`config.mk`:
```
export PLATFORM = sky130hd
export DESIGN_NAME = bcd_clock_core_flat
export DESIGN_NICKNAME = d
export VERILOG_FILES = /design/src/rtl/bcd_clock_core_pkg.sv /design/src/rtl/bcd_clock_core_if.sv /design/src/rtl/bcd_mod_counter.sv /design/src/rtl/bcd_clock_core.sv /design/src/flat_wrapper.sv
export SDC_FILE = /design/constraint.sdc
export NUM_CORES = 1
export LEC_CHECK = 0
export CORE_MARGIN = 5
export CORE_UTILIZATION = 56
export DETAILED_ROUTE_END_ITERATION = 16
export HOLD_SLACK_MARGIN = 0.12
export PLACE_DENSITY = 0.91
export SETUP_SLACK_MARGIN = 0.02
export SLEW_MARGIN = 10
export SYNTH_ARGS = -nofsm -noshare
export SYNTH_HDL_FRONTEND = slang
export SYNTH_SLANG_ARGS = --single-unit
```
`constraint.sdc`:
```
create_clock -name clk -period 5.7 [get_ports clk]
set_input_delay 1.14 -clock clk [delete_from_list [all_inputs] [get_ports clk]]
set_output_delay 1.14 -clock clk [all_outputs]
set_load 0.05 [all_outputs]
```
`src/rtl/bcd_clock_core_pkg.sv`:
```
// Shared types and BCD helpers for the time-of-day counter.
package bcd_clock_pkg;

  typedef logic [7:0] bcd2_t;

  localparam bcd2_t BCD_59 = 8'h59;
  localparam bcd2_t BCD_23 = 8'h23;

  typedef struct packed {
    bcd2_t val;
    logic  wrap;
  } bcd2_inc_t;

  typedef struct packed {
    bcd2_t hour;
    logic  pm;
  } hour12_t;

  // Both nibbles decimal and the pair no larger than max.
  // Valid BCD orders the same way as plain binary.
  function automatic logic bcd2_valid(bcd2_t value, bcd2_t max);
    return (value[3:0] <= 4'd9) && (value[7:4] <= 4'd9) && (value <= max);
  endfunction

  // BCD increment of a digit pair. wrap flags the 99 -> 00 overflow.
  function automatic bcd2_inc_t bcd2_inc(bcd2_t value);
    bcd2_inc_t r;
    r.wrap = 1'b0;
    r.val  = value;
    if (value[3:0] == 4'd9) begin
      r.val[3:0] = 4'd0;
      if (value[7:4] == 4'd9) begin
        r.val[7:4] = 4'd0;
        r.wrap     = 1'b1;
      end else begin
        r.val[7:4] = value[7:4] + 4'd1;
      end
    end else begin
      r.val[3:0] = value[3:0] + 4'd1;
    end
    return r;
  endfunction

  // 24-hour BCD hours to the 12-hour display form plus pm flag.
  function automatic hour12_t to_12h(bcd2_t hh);
    hour12_t    r;
    logic [6:0] b;
    logic [6:0] b12;
    b      = 7'(hh[7:4]) * 7'd10 + 7'(hh[3:0]);
    b12    = b - 7'd12;
    r.pm   = (b >= 7'd12);
    r.hour = hh;
    if (b == 7'd0)
      r.hour = 8'h12;
    else if (b > 7'd12)
      r.hour = {4'(b12 / 7'd10), 4'(b12 % 7'd10)};
    return r;
  endfunction

endpackage

```
`src/rtl/bcd_clock_core_if.sv`:
```
// Control, load and display signals between the clock core and its user.
interface bcd_clock_core_if;
  import bcd_clock_pkg::*;

  logic  en;
  logic  mode_12h;
  logic  load;
  bcd2_t load_hh;
  bcd2_t load_mm;
  bcd2_t load_ss;
  bcd2_t sec_bcd;
  bcd2_t min_bcd;
  bcd2_t hour_bcd;
  logic  pm;
  logic  sec_tick;
  logic  min_tick;
  logic  hour_tick;
  logic  day_tick;
  logic  load_err;

  modport master (
    output en, mode_12h, load, load_hh, load_mm, load_ss,
    input  sec_bcd, min_bcd, hour_bcd, pm,
    input  sec_tick, min_tick, hour_tick, day_tick, load_err
  );

  modport slave (
    input  en, mode_12h, load, load_hh, load_mm, load_ss,
    output sec_bcd, min_bcd, hour_bcd, pm,
    output sec_tick, min_tick, hour_tick, day_tick, load_err
  );

endinterface

```
`src/rtl/bcd_mod_counter.sv`:
```
// Two-digit BCD counter wrapping at MAX; wrap_o is the carry into the next unit.
module bcd_mod_counter
  import bcd_clock_pkg::*;
#(
  parameter bcd2_t MAX = BCD_59
) (
  input  logic  clk,
  input  logic  rst_n,
  input  logic  inc_i,
  input  logic  load_i,
  input  bcd2_t load_val_i,
  output bcd2_t value_o,
  output logic  wrap_o
);

  bcd2_t value_q, value_d;
  logic  at_max;

  assign at_max  = (value_q == MAX);
  assign wrap_o  = inc_i & at_max;
  assign value_o = value_q;

  // Load wins over increment; wrap to zero at MAX.
  always_comb begin
    value_d = value_q;
    if (load_i)
      value_d = load_val_i;
    else if (inc_i)
      value_d = at_max ? '0 : bcd2_inc(value_q).val;
  end

  // Digit pair register.
  always_ff @(posedge clk or negedge rst_n) begin
    if (!rst_n) value_q <= '0;
    else        value_q <= value_d;
  end

endmodule

```
`src/rtl/bcd_clock_core.sv`:
```
// BCD time-of-day clock: prescaler, validated load, chained digit counters, strobes.
module bcd_clock_core
  import bcd_clock_pkg::*;
#(
  parameter int TICKS_PER_SEC = 50_000_000,
  parameter int PRESCALE_W    = $clog2(TICKS_PER_SEC)
) (
  input  logic              clk,
  input  logic              rst_n,
  bcd_clock_core_if.slave   bus
);

  localparam logic [PRESCALE_W-1:0] PS_LAST = PRESCALE_W'(TICKS_PER_SEC - 1);

  logic [PRESCALE_W-1:0] presc_q, presc_d;
  logic  load_valid, load_ok, sec_adv;
  logic  ss_wrap, mm_wrap, hh_wrap;
  bcd2_t ss, mm, hh;
  logic  sec_tick_q, min_tick_q, hour_tick_q, day_tick_q, load_err_q;
  hour12_t h12;

  assign load_valid = bcd2_valid(bus.load_ss, BCD_59) &
                      bcd2_valid(bus.load_mm, BCD_59) &
                      bcd2_valid(bus.load_hh, BCD_23);
  assign load_ok    = bus.load & load_valid;
  // A rejected load does not disturb counting on that edge.
  assign sec_adv    = bus.en & ~load_ok & (presc_q == PS_LAST);

  // Prescaler: cleared by an accepted load, frozen while disabled.
  always_comb begin
    presc_d = presc_q;
    if (load_ok)
      presc_d = '0;
    else if (bus.en)
      presc_d = (presc_q == PS_LAST) ? '0 : presc_q + PRESCALE_W'(1);
  end

  // Prescaler register.
  always_ff @(posedge clk or negedge rst_n) begin
    if (!rst_n) presc_q <= '0;
    else        presc_q <= presc_d;
  end

  bcd_mod_counter #(.MAX(BCD_59)) u_ss (
    .clk(clk), .rst_n(rst_n), .inc_i(sec_adv), .load_i(load_ok),
    .load_val_i(bus.load_ss), .value_o(ss), .wrap_o(ss_wrap)
  );

  bcd_mod_counter #(.MAX(BCD_59)) u_mm (
    .clk(clk), .rst_n(rst_n), .inc_i(ss_wrap), .load_i(load_ok),
    .load_val_i(bus.load_mm), .value_o(mm), .wrap_o(mm_wrap)
  );

  bcd_mod_counter #(.MAX(BCD_23)) u_hh (
    .clk(clk), .rst_n(rst_n), .inc_i(mm_wrap), .load_i(load_ok),
    .load_val_i(bus.load_hh), .value_o(hh), .wrap_o(hh_wrap)
  );

  // Strobes line up with the first cycle the new time is visible.
  always_ff @(posedge clk or negedge rst_n) begin
    if (!rst_n) begin
      sec_tick_q  <= 1'b0;
      min_tick_q  <= 1'b0;
      hour_tick_q <= 1'b0;
      day_tick_q  <= 1'b0;
      load_err_q  <= 1'b0;
    end else begin
      sec_tick_q  <= sec_adv;
      min_tick_q  <= ss_wrap;
      hour_tick_q <= mm_wrap;
      day_tick_q  <= hh_wrap;
      load_err_q  <= bus.load & ~load_valid;
    end
  end

  assign h12          = to_12h(hh);
  assign bus.sec_bcd  = ss;
  assign bus.min_bcd  = mm;
  assign bus.hour_bcd = bus.mode_12h ? h12.hour : hh;
  assign bus.pm       = h12.pm;
  assign bus.sec_tick  = sec_tick_q;
  assign bus.min_tick  = min_tick_q;
  assign bus.hour_tick = hour_tick_q;
  assign bus.day_tick  = day_tick_q;
  assign bus.load_err  = load_err_q;

endmodule

```
`src/flat_wrapper.sv`:
```
// flat-port wrapper written by rule: the top's interface ports become plain ports
module bcd_clock_core_flat import bcd_clock_pkg::*;
#(
  parameter int TICKS_PER_SEC = 50_000_000,
  parameter int PRESCALE_W    = $clog2(TICKS_PER_SEC)
)
  (clk, rst_n, bus_en, bus_mode_12h, bus_load, bus_load_hh, bus_load_mm, bus_load_ss, bus_sec_bcd, bus_min_bcd, bus_hour_bcd, bus_pm, bus_sec_tick, bus_min_tick, bus_hour_tick, bus_day_tick, bus_load_err);
  bcd_clock_core_if bus_i ();
  input  logic clk;
  input  logic rst_n;
  input wire logic [$bits(bus_i.en)-1:0] bus_en;
  input wire logic [$bits(bus_i.mode_12h)-1:0] bus_mode_12h;
  input wire logic [$bits(bus_i.load)-1:0] bus_load;
  input wire logic [$bits(bus_i.load_hh)-1:0] bus_load_hh;
  input wire logic [$bits(bus_i.load_mm)-1:0] bus_load_mm;
  input wire logic [$bits(bus_i.load_ss)-1:0] bus_load_ss;
  output wire logic [$bits(bus_i.sec_bcd)-1:0] bus_sec_bcd;
  output wire logic [$bits(bus_i.min_bcd)-1:0] bus_min_bcd;
  output wire logic [$bits(bus_i.hour_bcd)-1:0] bus_hour_bcd;
  output wire logic [$bits(bus_i.pm)-1:0] bus_pm;
  output wire logic [$bits(bus_i.sec_tick)-1:0] bus_sec_tick;
  output wire logic [$bits(bus_i.min_tick)-1:0] bus_min_tick;
  output wire logic [$bits(bus_i.hour_tick)-1:0] bus_hour_tick;
  output wire logic [$bits(bus_i.day_tick)-1:0] bus_day_tick;
  output wire logic [$bits(bus_i.load_err)-1:0] bus_load_err;
  assign bus_i.en = bus_en;
  assign bus_i.mode_12h = bus_mode_12h;
  assign bus_i.load = bus_load;
  assign bus_i.load_hh = bus_load_hh;
  assign bus_i.load_mm = bus_load_mm;
  assign bus_i.load_ss = bus_load_ss;
  assign bus_sec_bcd = bus_i.sec_bcd;
  assign bus_min_bcd = bus_i.min_bcd;
  assign bus_hour_bcd = bus_i.hour_bcd;
  assign bus_pm = bus_i.pm;
  assign bus_sec_tick = bus_i.sec_tick;
  assign bus_min_tick = bus_i.min_tick;
  assign bus_hour_tick = bus_i.hour_tick;
  assign bus_day_tick = bus_i.day_tick;
  assign bus_load_err = bus_i.load_err;
  bcd_clock_core #(.TICKS_PER_SEC(TICKS_PER_SEC), .PRESCALE_W(PRESCALE_W)) u_core (.clk(clk), .rst_n(rst_n), .bus(bus_i));
endmodule
```
==> flow_summary.toml, run 1 <==
[outcome]
status = "finished, final reports clean"

[routing]
route.met2.wl_um = 6110
initialDrtViolationCount = 303
viasPerCell = 6.47
routed_wl_um = 12000
drt-met1-wl_um = 4850
wl_met3_um = 845
dr.max_layer_used = "met4"
routedWlPerCell_um = 17.3
antenna_left = 0
drtPass1Iterations = 5
via_count = 4483
drc = 0

[worst_setup_path]
cpPeakStageDelay_ns = 0.46
cp_slowest_cell = "dfrtp_2"
crit_path_start_kind = "flip-flop"
worstPathRequired_ns = 4.56
end_kind = "output port"
rr_endpoint = "u_core.u_hh.value_o[5]$_DFFE_PN0P_"
path_class = "reg2out"
rr_startpoint = "u_core.presc_q[11]$_DFFE_PN0P_"
r2r_cells = 7
r2r_slack_ns = 2.90
path_buf_inv = 3
cp_top_family = "compound AO/OA/AOI/OAI gates"
cp_cell_sequence = "ha_1, ha_2, xnor2_4, ha_4, clkinvlp_4, a221o_1, a21o_1, a221o_1, o311ai_4, inv_1, ha_4, a21oi_1, a311o_1, a32o_1, buf_4"
arrival_ns = 4.44
cp_max_fo = 9

[synth]
synth.yosys.seq_area_share = 0.322
ys_seq_elements = 55
yosysWarnings = 0
yosysUniqueCellTypes = 71
synth_nets = 582
syn_area_mm2 = 0.00428
synth_edf_count = 0
synth-async-reset-ratio = 1.00
synth_ff_type = "dfrtp_1"
avgSynthCellArea_um2 = 8.06
synthCells = 531

[layout]
fin_nets = 644
diodes = 0
area_growth_pct = 22.9
drive_gt1_frac = 0.0976

[clocking]
path_clk_slew_ns = 0.10
root_buffer = "clkbuf_8"
cts_made_buffers = 5
cts_max_level = 2
cts_tree = "done"
worstSkewPairLatency_ns = 0.31
max-clock-path-buffers = 2
clkSinkCount = 55
cts_hold_buf = 0

[die]
ios = 59
die_y_um = 97.4
coreArea_mm2 = 0.00733
row_count = 31
start_util = 0.584
dieArea_mm2 = 0.00949
dieWidth_um = 97.4

[power]
ir_drop_mv = 0.146
p_per_area_mw_per_mm2 = 249
p_leak_nw = 2.14

[timing]
min_period_over_period = 0.979
finClkSkew_ns = 0.00911
fmax_ghz = 0.179
setup_viol = 0
finalCriticalPeriod_ns = 5.58
relSlewSlack = 0.480
tightest_slew_ns = 0.769
hold_viol_final = 0
finalWorstSetupSlack_ns = 0.121
drv_slew = 0
fin_hold_ws_ns = 0.525

[global_routing]
antenna_found_initial = 0
grt_usage = 0.234
grt_pass1_wl_um = 19100
grt_overflow = 0
grt_pass1_vias = 4083
grt_max_degree = 56

[hold_path]
worstHoldEndpoint = "u_core.presc_q[25]$_DFFE_PN0P_"
min_path_cells = 1
hold_start = "u_core.presc_q[25]$_DFFE_PN0P_"
min_path_type = "reg2reg"

[place]
hpwl_um = 8610
port_buffers = 58
place_ws_ns = 0.195
place.gp.congestion = 0.910

[flow_run]
drv_cap = 0
registers in the layout (all words and copies together) (netlist names):
| register | count |
|---|---|
| u_core.presc_q | 26 |
| u_core.u_hh.value_o | 8 |
| u_core.u_mm.value_o | 8 |
| u_core.u_ss.value_o | 8 |
| u_core.bus.day_tick | 1 |
| u_core.bus.hour_tick | 1 |
| u_core.bus.load_err | 1 |
| u_core.bus.min_tick | 1 |
| u_core.bus.sec_tick | 1 |
routing by layer:
layer | vias to the layer above | GRT usage
met4 | 0 | 0.0628
met3 | 21 | 0.0352
met1 | 2151 | 0.302
met5 | - | 0
met2 | 221 | 0.408
li1 | 2090 | -
cell type report:
class / instances / area, um^2
sequential: 55 / 1380
clock inverter: 1 / 8.76
timing repair buffer: 75 / 731
clock buffer: 7 / 86.3
inverter: 22 / 86.3
fill: 506 / 2070
tap: 99 / 124
multi-input combinational: 434 / 2840
worst max-delay path by stage:
stage               cells after the start         endpoint  slack, ns                          startpoint
finish                                 15  bus_hour_bcd[2]       0.12  u_core.u_hh.value_o[4]$_DFFE_PN0P_
global route                           15  bus_hour_bcd[2]     -0.002  u_core.u_hh.value_o[4]$_DFFE_PN0P_
CTS                                    15  bus_hour_bcd[2]       0.04  u_core.u_hh.value_o[5]$_DFFE_PN0P_
detailed placement                     16  bus_hour_bcd[2]       0.20  u_core.u_hh.value_o[1]$_DFFE_PN0P_
global placement                       13  bus_hour_bcd[2]       0.36  u_core.u_hh.value_o[5]$_DFFE_PN0P_
floorplan                              16  bus_hour_bcd[1]       0.26  u_core.u_hh.value_o[4]$_DFFE_PN0P_
per-stage QoR:
step | area (um^2) | cells | util | setup TNS, ns | power (mW)
final | 5260 | 693 | 0.718 | 0 | 1.31
after global routing | 5260 | 693 | 0.718 | -0.00158 | 1.37
after CTS | 5130 | 687 | 0.700 | 0 | 1.25
after detailed placement | 5000 | 679 | 0.682 | 0 | 1.02
after global placement | 5000 | 679 | 0.682 | 0 | 1.00
after floorplan | 4280 | 531 | - | 0 | 0.843
power breakdown:
| part | total, mW | switching (mW) | internal [mW] |
|---|---|---|---|
| Clock | 0.228 | 0.128 | 0.0999 |
| Combinational | 0.623 | 0.364 | 0.259 |
| Sequential | 0.457 | 0.0397 | 0.417 |
| Total | 1.31 | 0.532 | 0.776 |
synth_stat cells, types with 6 or more instances:
cell	instances	area [um^2]
a21oi_1	22	110
a31oi_1	8	50.1
and2_1	8	50.1
and3_1	13	81.3
clkbuf_1	14	52.6
dfrtp_1	55	1380
ha_1	20	250
inv_1	20	75.1
mux2i_1	6	60.1
nand2_1	60	225
nand2b_1	7	43.8
nand3_1	22	110
nand4_1	9	56.3
nor2_1	53	199
nor3_1	14	70.1
o2111ai_1	6	52.6
o21ai_0	62	310
o31ai_1	7	52.6
or4_1	6	45.0
xnor2_1	9	78.8
worst reg2reg max path, cell delays in order, from the launching register on:
cell and delay [ns]:
dfrtp_1 0.45, or4_1 0.52, nor4_1 0.30, nand4_1 0.29
nor2_2 0.30, o21ai_2 0.18, or4_1 0.52, a31oi_1 0.18
cell usage in the layout, fill, tap and decap left out, types with 6 or more instances in the layout:
master / count
dfrtp_1: 52
ha_1: 17
xnor2_1: 9
or4_1: 6
and2_1: 8
buf_4: 18
o21ai_0: 61
clkdlybuf4s50_1: 53
nand2_1: 60
and3_1: 13
nor3_1: 13
nor2_1: 53
a31oi_1: 8
o2111ai_1: 6
nand3_1: 22
inv_1: 19
nand4_1: 9
o31ai_1: 7
clkbuf_8: 6
nand2b_1: 7
a21oi_1: 21
timing repair:
item	4_1_cts	5_1_grt
endpoints found under the setup margin	2	4
pin swaps	0	4
buffers inserted	0	6
gates resized for setup	6	17
cell families after synthesis:
kind of cell / count (synthesis) / synth area share
DFF: 55 / 0.322
muxes: 9 / 0.0219
xor gates and xnor gates: 15 / 0.0342
and+or+nand+nor: 225 / 0.263
buffers and inverters: 42 / 0.0398
AOI/OAI and AO/OA: 163 / 0.251
adders and majority gates: 22 / 0.0678
(Power assumes the default switching activity.)
==> inputs of run 2 (changes only) <==
--- a/config.mk
+++ b/config.mk
@@ -8,6 +8,7 @@
 export CORE_MARGIN = 5
 export CORE_UTILIZATION = 56
 export DETAILED_ROUTE_END_ITERATION = 16
+export GPL_TIMING_DRIVEN = 0
 export HOLD_SLACK_MARGIN = 0.12
 export PLACE_DENSITY = 0.91
 export SETUP_SLACK_MARGIN = 0.02
==> run 2 against run 1 <==
Net effect: fmax grew 0.67%; global-route usage grew 0.83 points; register-to-register slack worse by 0.20 ns; die area unchanged; clock power grew 7%; combinational power fell by 3%.
==> flow_summary.toml, run 2 (synthesis results as in run 1) <==
[clocking]
path_clk_slew_ns = 0.11
clkSinkCount = 55
cts_tree = "done"
cts_max_level = 2
root_buffer = "clkbuf_8"
max-clock-path-buffers = 2
worstSkewPairLatency_ns = 0.32
cts_made_buffers = 5
cts_hold_buf = 0

[hold_path]
min_path_type = "reg2reg"
hold_start = "u_core.presc_q[25]$_DFFE_PN0P_"
min_path_cells = 1
worstHoldEndpoint = "u_core.presc_q[25]$_DFFE_PN0P_"

[worst_setup_path]
cp_top_family = "compound AO/OA/AOI/OAI gates"
cp_cell_sequence = "ha_4, inv_1, fa_2, clkinv_2, ha_4, buf_4, or4_1, o311ai_0, a222oi_1, a221o_1, o311ai_4, inv_2, ha_4, a21oi_1, a311o_1, a32o_1, buf_6"
arrival_ns = 4.40
cp_slowest_cell = "fa_2"
path_buf_inv = 5
worstPathRequired_ns = 4.56
path_depth = 17
path_class = "reg2out"
rr_startpoint = "u_core.presc_q[7]$_DFFE_PN0P_"
startpoint = "u_core.u_hh.value_o[4]$_DFFE_PN0P_"
path_common_cell = "ha_4"
end_kind = "output port"
r2r_cells = 8
cp_max_fo = 10
r2r_slack_ns = 2.70
crit_path_start_kind = "flip-flop"
rr_endpoint = "u_core.u_hh.value_o[5]$_DFFE_PN0P_"
cpPeakStageDelay_ns = 0.56

[routing]
antenna_left = 0
drc = 0
via_count = 4523
routed_wl_um = 12000
initialDrtViolationCount = 252
routedWlPerCell_um = 17.0
viasPerCell = 6.41
drtPass1Iterations = 5

[global_routing]
antenna_found_initial = 0
grt_max_degree = 33
grt_pass1_vias = 4217
grt_usage = 0.242
grt_overflow = 0
grt_pass1_wl_um = 19800

[layout]
mostFrequentLayoutCells = "o21ai_0, nand2_1, clkdlybuf4s50_1"
largest_register_ffs = 26
fin_nets = 657
diodes = 0
layout_commonest_cell = "o21ai_0"
drive_gt1_frac = 0.0939
area_growth_pct = 23.7
fin_area_mm2 = 0.00530
top_register = "u_core.presc_q"

[die]
dieArea_mm2 = 0.00949
coreArea_mm2 = 0.00733
row_count = 31
dieWidth_um = 97.4
die_y_um = 97.4
start_util = 0.584
ios = 59

[timing]
hold_viol_final = 0
min_period_over_period = 0.972
finalWorstSetupSlack_ns = 0.158
tightest_slew_ns = 0.766
relSlewSlack = 0.487
drv_slew = 0
setup_viol = 0
fmax_ghz = 0.180
setup-tns-final_ns = 0
finClkSkew_ns = 0.0138
fin_hold_ws_ns = 0.555
finalCriticalPeriod_ns = 5.54

[place]
hpwl_um = 8670
place_ws_ns = -0.590
place.gp.congestion = 0.938
dpl_cell_area_mm2 = 0.00500
port_buffers = 58

[power]
p_leak_nw = 2.17
p_per_area_mw_per_mm2 = 247
total_power_mw = 1.31
ir_drop_mv = 0.188

[outcome]
status = "finished, final reports clean"

[flow_run]
drv_cap = 0
==> run 2: cell count changes in the layout (fill, tap and decap cells not counted), moves of 2 or more <==
cell           change
buf_4              -8
buf_2              +4
buf_12             -2
dfrtp_1            -2
clkbuf_1          +12
dfrtp_2            +2
ha_1               -2
dlygate4sd2_1      +2
inv_2              +2
buf_6              +2
ha_4               +3
==> run 2: power breakdown <==
group          total (mW)  internal (mW)  leakage, nW  switching, mW
Clock               0.244          0.103       0.0533          0.141
Combinational       0.606          0.246         1.39          0.360
Sequential          0.457          0.417        0.732         0.0393
==> run 2: final cells by class <==
type                            instances  area, um^2
Clock buffer                            6        82.6
Buffer                                 20        91.3
Clock inverter                          2        20.0
Fill cell                             522        2040
Sequential cell                        55        1380
Inverter                               22        83.8
Tap cell                               99         124
Multi-Input combinational cell        434        2850
Timing Repair Buffer                   68         663
==> run 2: how the worst max path moves through the flow <==
stage	end	slack (ns)
6_report	bus_hour_bcd[2]	0.16
5_1_grt	bus_hour_bcd[2]	-0.02
4_1_cts	bus_hour_bcd[2]	0.05
3_5_place_dp	bus_hour_bcd[2]	-0.59
3_3_place_gp	bus_hour_bcd[2]	-0.47
2_1_floorplan	bus_hour_bcd[1]	0.26
==> run 2: per-layer routing <==
metal  vias up  GRT usage  part of all wire
met4         0     0.0650             0.012
met2       222      0.422              0.51
met5         -          0                 0
li1       2121          -                 -
met3        17     0.0323             0.062
met1      2163      0.316              0.42
==> run 2: what timing repair did <==
item	CTS	global route
buffers inserted	5	4
pin swaps	0	1
setup endpoints to repair	4	4
resized for setup	23	18
==> run 2: metrics by stage <==
stage                util  cells
floorplan               -    531
global placement    0.680    688
detailed placement  0.682    689
CTS                 0.705    702
global route        0.722    706
finish              0.722    706
==> inputs of run 3 (changes only) <==
--- a/config.mk
+++ b/config.mk
@@ -6,11 +6,11 @@
 export NUM_CORES = 1
 export LEC_CHECK = 0
 export CORE_MARGIN = 5
-export CORE_UTILIZATION = 56
+export CORE_UTILIZATION = 57
+export CTS_BUF_LIST = sky130_fd_sc_hd__clkbuf_2 sky130_fd_sc_hd__clkbuf_4 sky130_fd_sc_hd__clkbuf_8
 export DETAILED_ROUTE_END_ITERATION = 16
-export GPL_TIMING_DRIVEN = 0
 export HOLD_SLACK_MARGIN = 0.12
-export PLACE_DENSITY = 0.91
+export PLACE_DENSITY = 0.93
 export SETUP_SLACK_MARGIN = 0.02
 export SLEW_MARGIN = 10
 export SYNTH_ARGS = -nofsm -noshare
==> run 3 against run 2 <==
Net effect: register-to-register slack better by 0.09 ns; die area is 1.6% lower; largest power group unchanged; critical path depth did not move; setup slack lost 0.067 ns; clock skew decreased by 0.0062 ns; first-iteration DRC count is 35% higher.
==> flow_summary.toml, run 3 (synthesis results as in run 1) <==
[timing]
relSlewSlack = 0.195
min_period_over_period = 0.984
fmax_ghz = 0.178
tightest_slew_ns = 1.20
setup_viol = 0
drv_slew = 0
hold_viol_final = 0
finClkSkew_ns = 0.00757
finalCriticalPeriod_ns = 5.61

[hold_path]
min_path_type = "reg2reg"
hold_start = "u_core.presc_q[3]$_DFFE_PN0P_"

[layout]
fin_area_mm2 = 0.00532
layout_commonest_cell = "o21ai_0"
drive_gt1_frac = 0.108
diodes = 0
largest_register_ffs = 26
area_growth_pct = 24.4
mostFrequentLayoutCells = "o21ai_0, nand2_1, clkdlybuf4s50_1"
fillCellCount = 536
fin_nets = 650
top_register = "u_core.presc_q"

[worst_setup_path]
arrival_ns = 4.47
cp_max_fo = 9
crit_path_start_kind = "flip-flop"
startpoint = "u_core.u_hh.value_o[1]$_DFFE_PN0P_"
end_kind = "output port"
rr_startpoint = "u_core.presc_q[9]$_DFFE_PN0P_"
worstPathRequired_ns = 4.56
path_class = "reg2out"

[routing]
routedWlPerCell_um = 17.5
via_count = 4521
antenna_left = 0
routed_wl_um = 12200
viasPerCell = 6.47
drtPass1Iterations = 5
drc = 0
initialDrtViolationCount = 341

[power]
p_int_mw = 0.814
ir_drop_mv = 0.145
net-switching-power_mw = 0.543
p_per_area_mw_per_mm2 = 255
comb_power_share = 0.455
pwr-share-clk = 0.208
p_seq_frac = 0.337
total_power_mw = 1.36
p_sw_frac = 0.400
p_leak_nw = 2.18

[place]
hpwl_um = 8550
dpl_cell_area_mm2 = 0.00499
place.gp.congestion = 0.915
port_buffers = 58

[die]
ios = 59
dieWidth_um = 96.6
coreArea_mm2 = 0.00729
row_count = 31
start_util = 0.587
die_y_um = 96.6
dieArea_mm2 = 0.00934

[global_routing]
grt_pass1_wl_um = 19800
grt_pass1_vias = 4224
grt_overflow = 0
grt_max_degree = 56
antenna_found_initial = 0
grt_usage = 0.246

[clocking]
max-clock-path-buffers = 2
cts_max_level = 2
cts_hold_buf = 0
clkSinkCount = 55
worstSkewPairLatency_ns = 0.32
cts_tree = "done"
cts_made_buffers = 5
path_clk_slew_ns = 0.10
root_buffer = "clkbuf_8"

[outcome]
status = "finished, final reports clean"

[flow_run]
drv_cap = 0
-- run 3: metal layers --
metal / GRT usage / vias to the layer above / wire length [um]
met4: 0.0799 / 0 / 353
met2: 0.418 / 213 / 6180
met5: 0 / - / 0
li1: - / 2105 / -
met1: 0.318 / 2164 / 4930
met3: 0.0417 / 39 / 781
-- run 3: power groups by stage --
| stage | Clock [mW] | Combinational, mW | Sequential [mW] |
|---|---|---|---|
| after floorplan | 0 | 0.358 | 0.485 |
| after global placement | 0 | 0.541 | 0.459 |
| after detailed placement | 0 | 0.561 | 0.462 |
| after CTS | 0.286 | 0.573 | 0.455 |
| after global routing | 0.300 | 0.661 | 0.462 |
| final | 0.282 | 0.617 | 0.458 |
-- run 3: area by class of cell --
type                            count  area [um^2]  share of cell area
Multi-Input combinational cell    434         2830               0.533
Sequential cell                    55         1380               0.259
Timing Repair Buffer               81          776               0.146
Tap cell                           99          124              0.0233
Inverter                           22         86.3              0.0162
Clock buffer                        6         82.6              0.0155
Clock inverter                      2         38.8             0.00729
-- run 3: stage by stage --
step           instances  hold slack, ns  setup TNS [ns]   util  worst slack [ns]
2_1_floorplan        531           0.473               0      -             0.260
6_report             699           0.561               0  0.730            0.0906
3_3_place_gp         678           0.495               0  0.685             0.359
4_1_cts              686           0.557               0  0.706            0.0236
5_1_grt              699           0.588         -0.0366  0.730           -0.0366
3_5_place_dp         678           0.523               0  0.685             0.124
-- run 3: critical path, cell delays in order (launching register included) --
cell,delay [ns]
dfrtp_2,0.44
ha_1,0.19
inv_1,0.06
fa_2,0.55
clkinv_1,0.13
ha_4,0.23
clkinvlp_4,0.14
nor2_1,0.09
a221o_1,0.39
a21o_1,0.17
a221o_1,0.38
o311ai_4,0.10
inv_1,0.08
ha_1,0.32
a21oi_1,0.05
a311o_1,0.36
a32o_1,0.27
buf_4,0.19
-- run 3: path summary, 6_finish.rpt --
path	cells after the start	slack, ns	end
max	17	0.09	bus_hour_bcd[2]
min	1	0.56	u_core.presc_q[3]$_DFFE_PN0P_
max reg2reg	8	2.79	u_core.u_hh.value_o[5]$_DFFE_PN0P_
min reg2reg	1	0.56	u_core.presc_q[3]$_DFFE_PN0P_
max in group asynchronous	2	4.27	u_core.u_hh.value_o[5]$_DFFE_PN0P_
min in group asynchronous	2	0.93	u_core.bus.load_err$_DFF_PN0_
-- run 3: timing repair --
item	in CTS	in global routing
buffers inserted	0	13
pin swaps	0	4
resized for setup	5	18
endpoints found under the setup margin	3	4
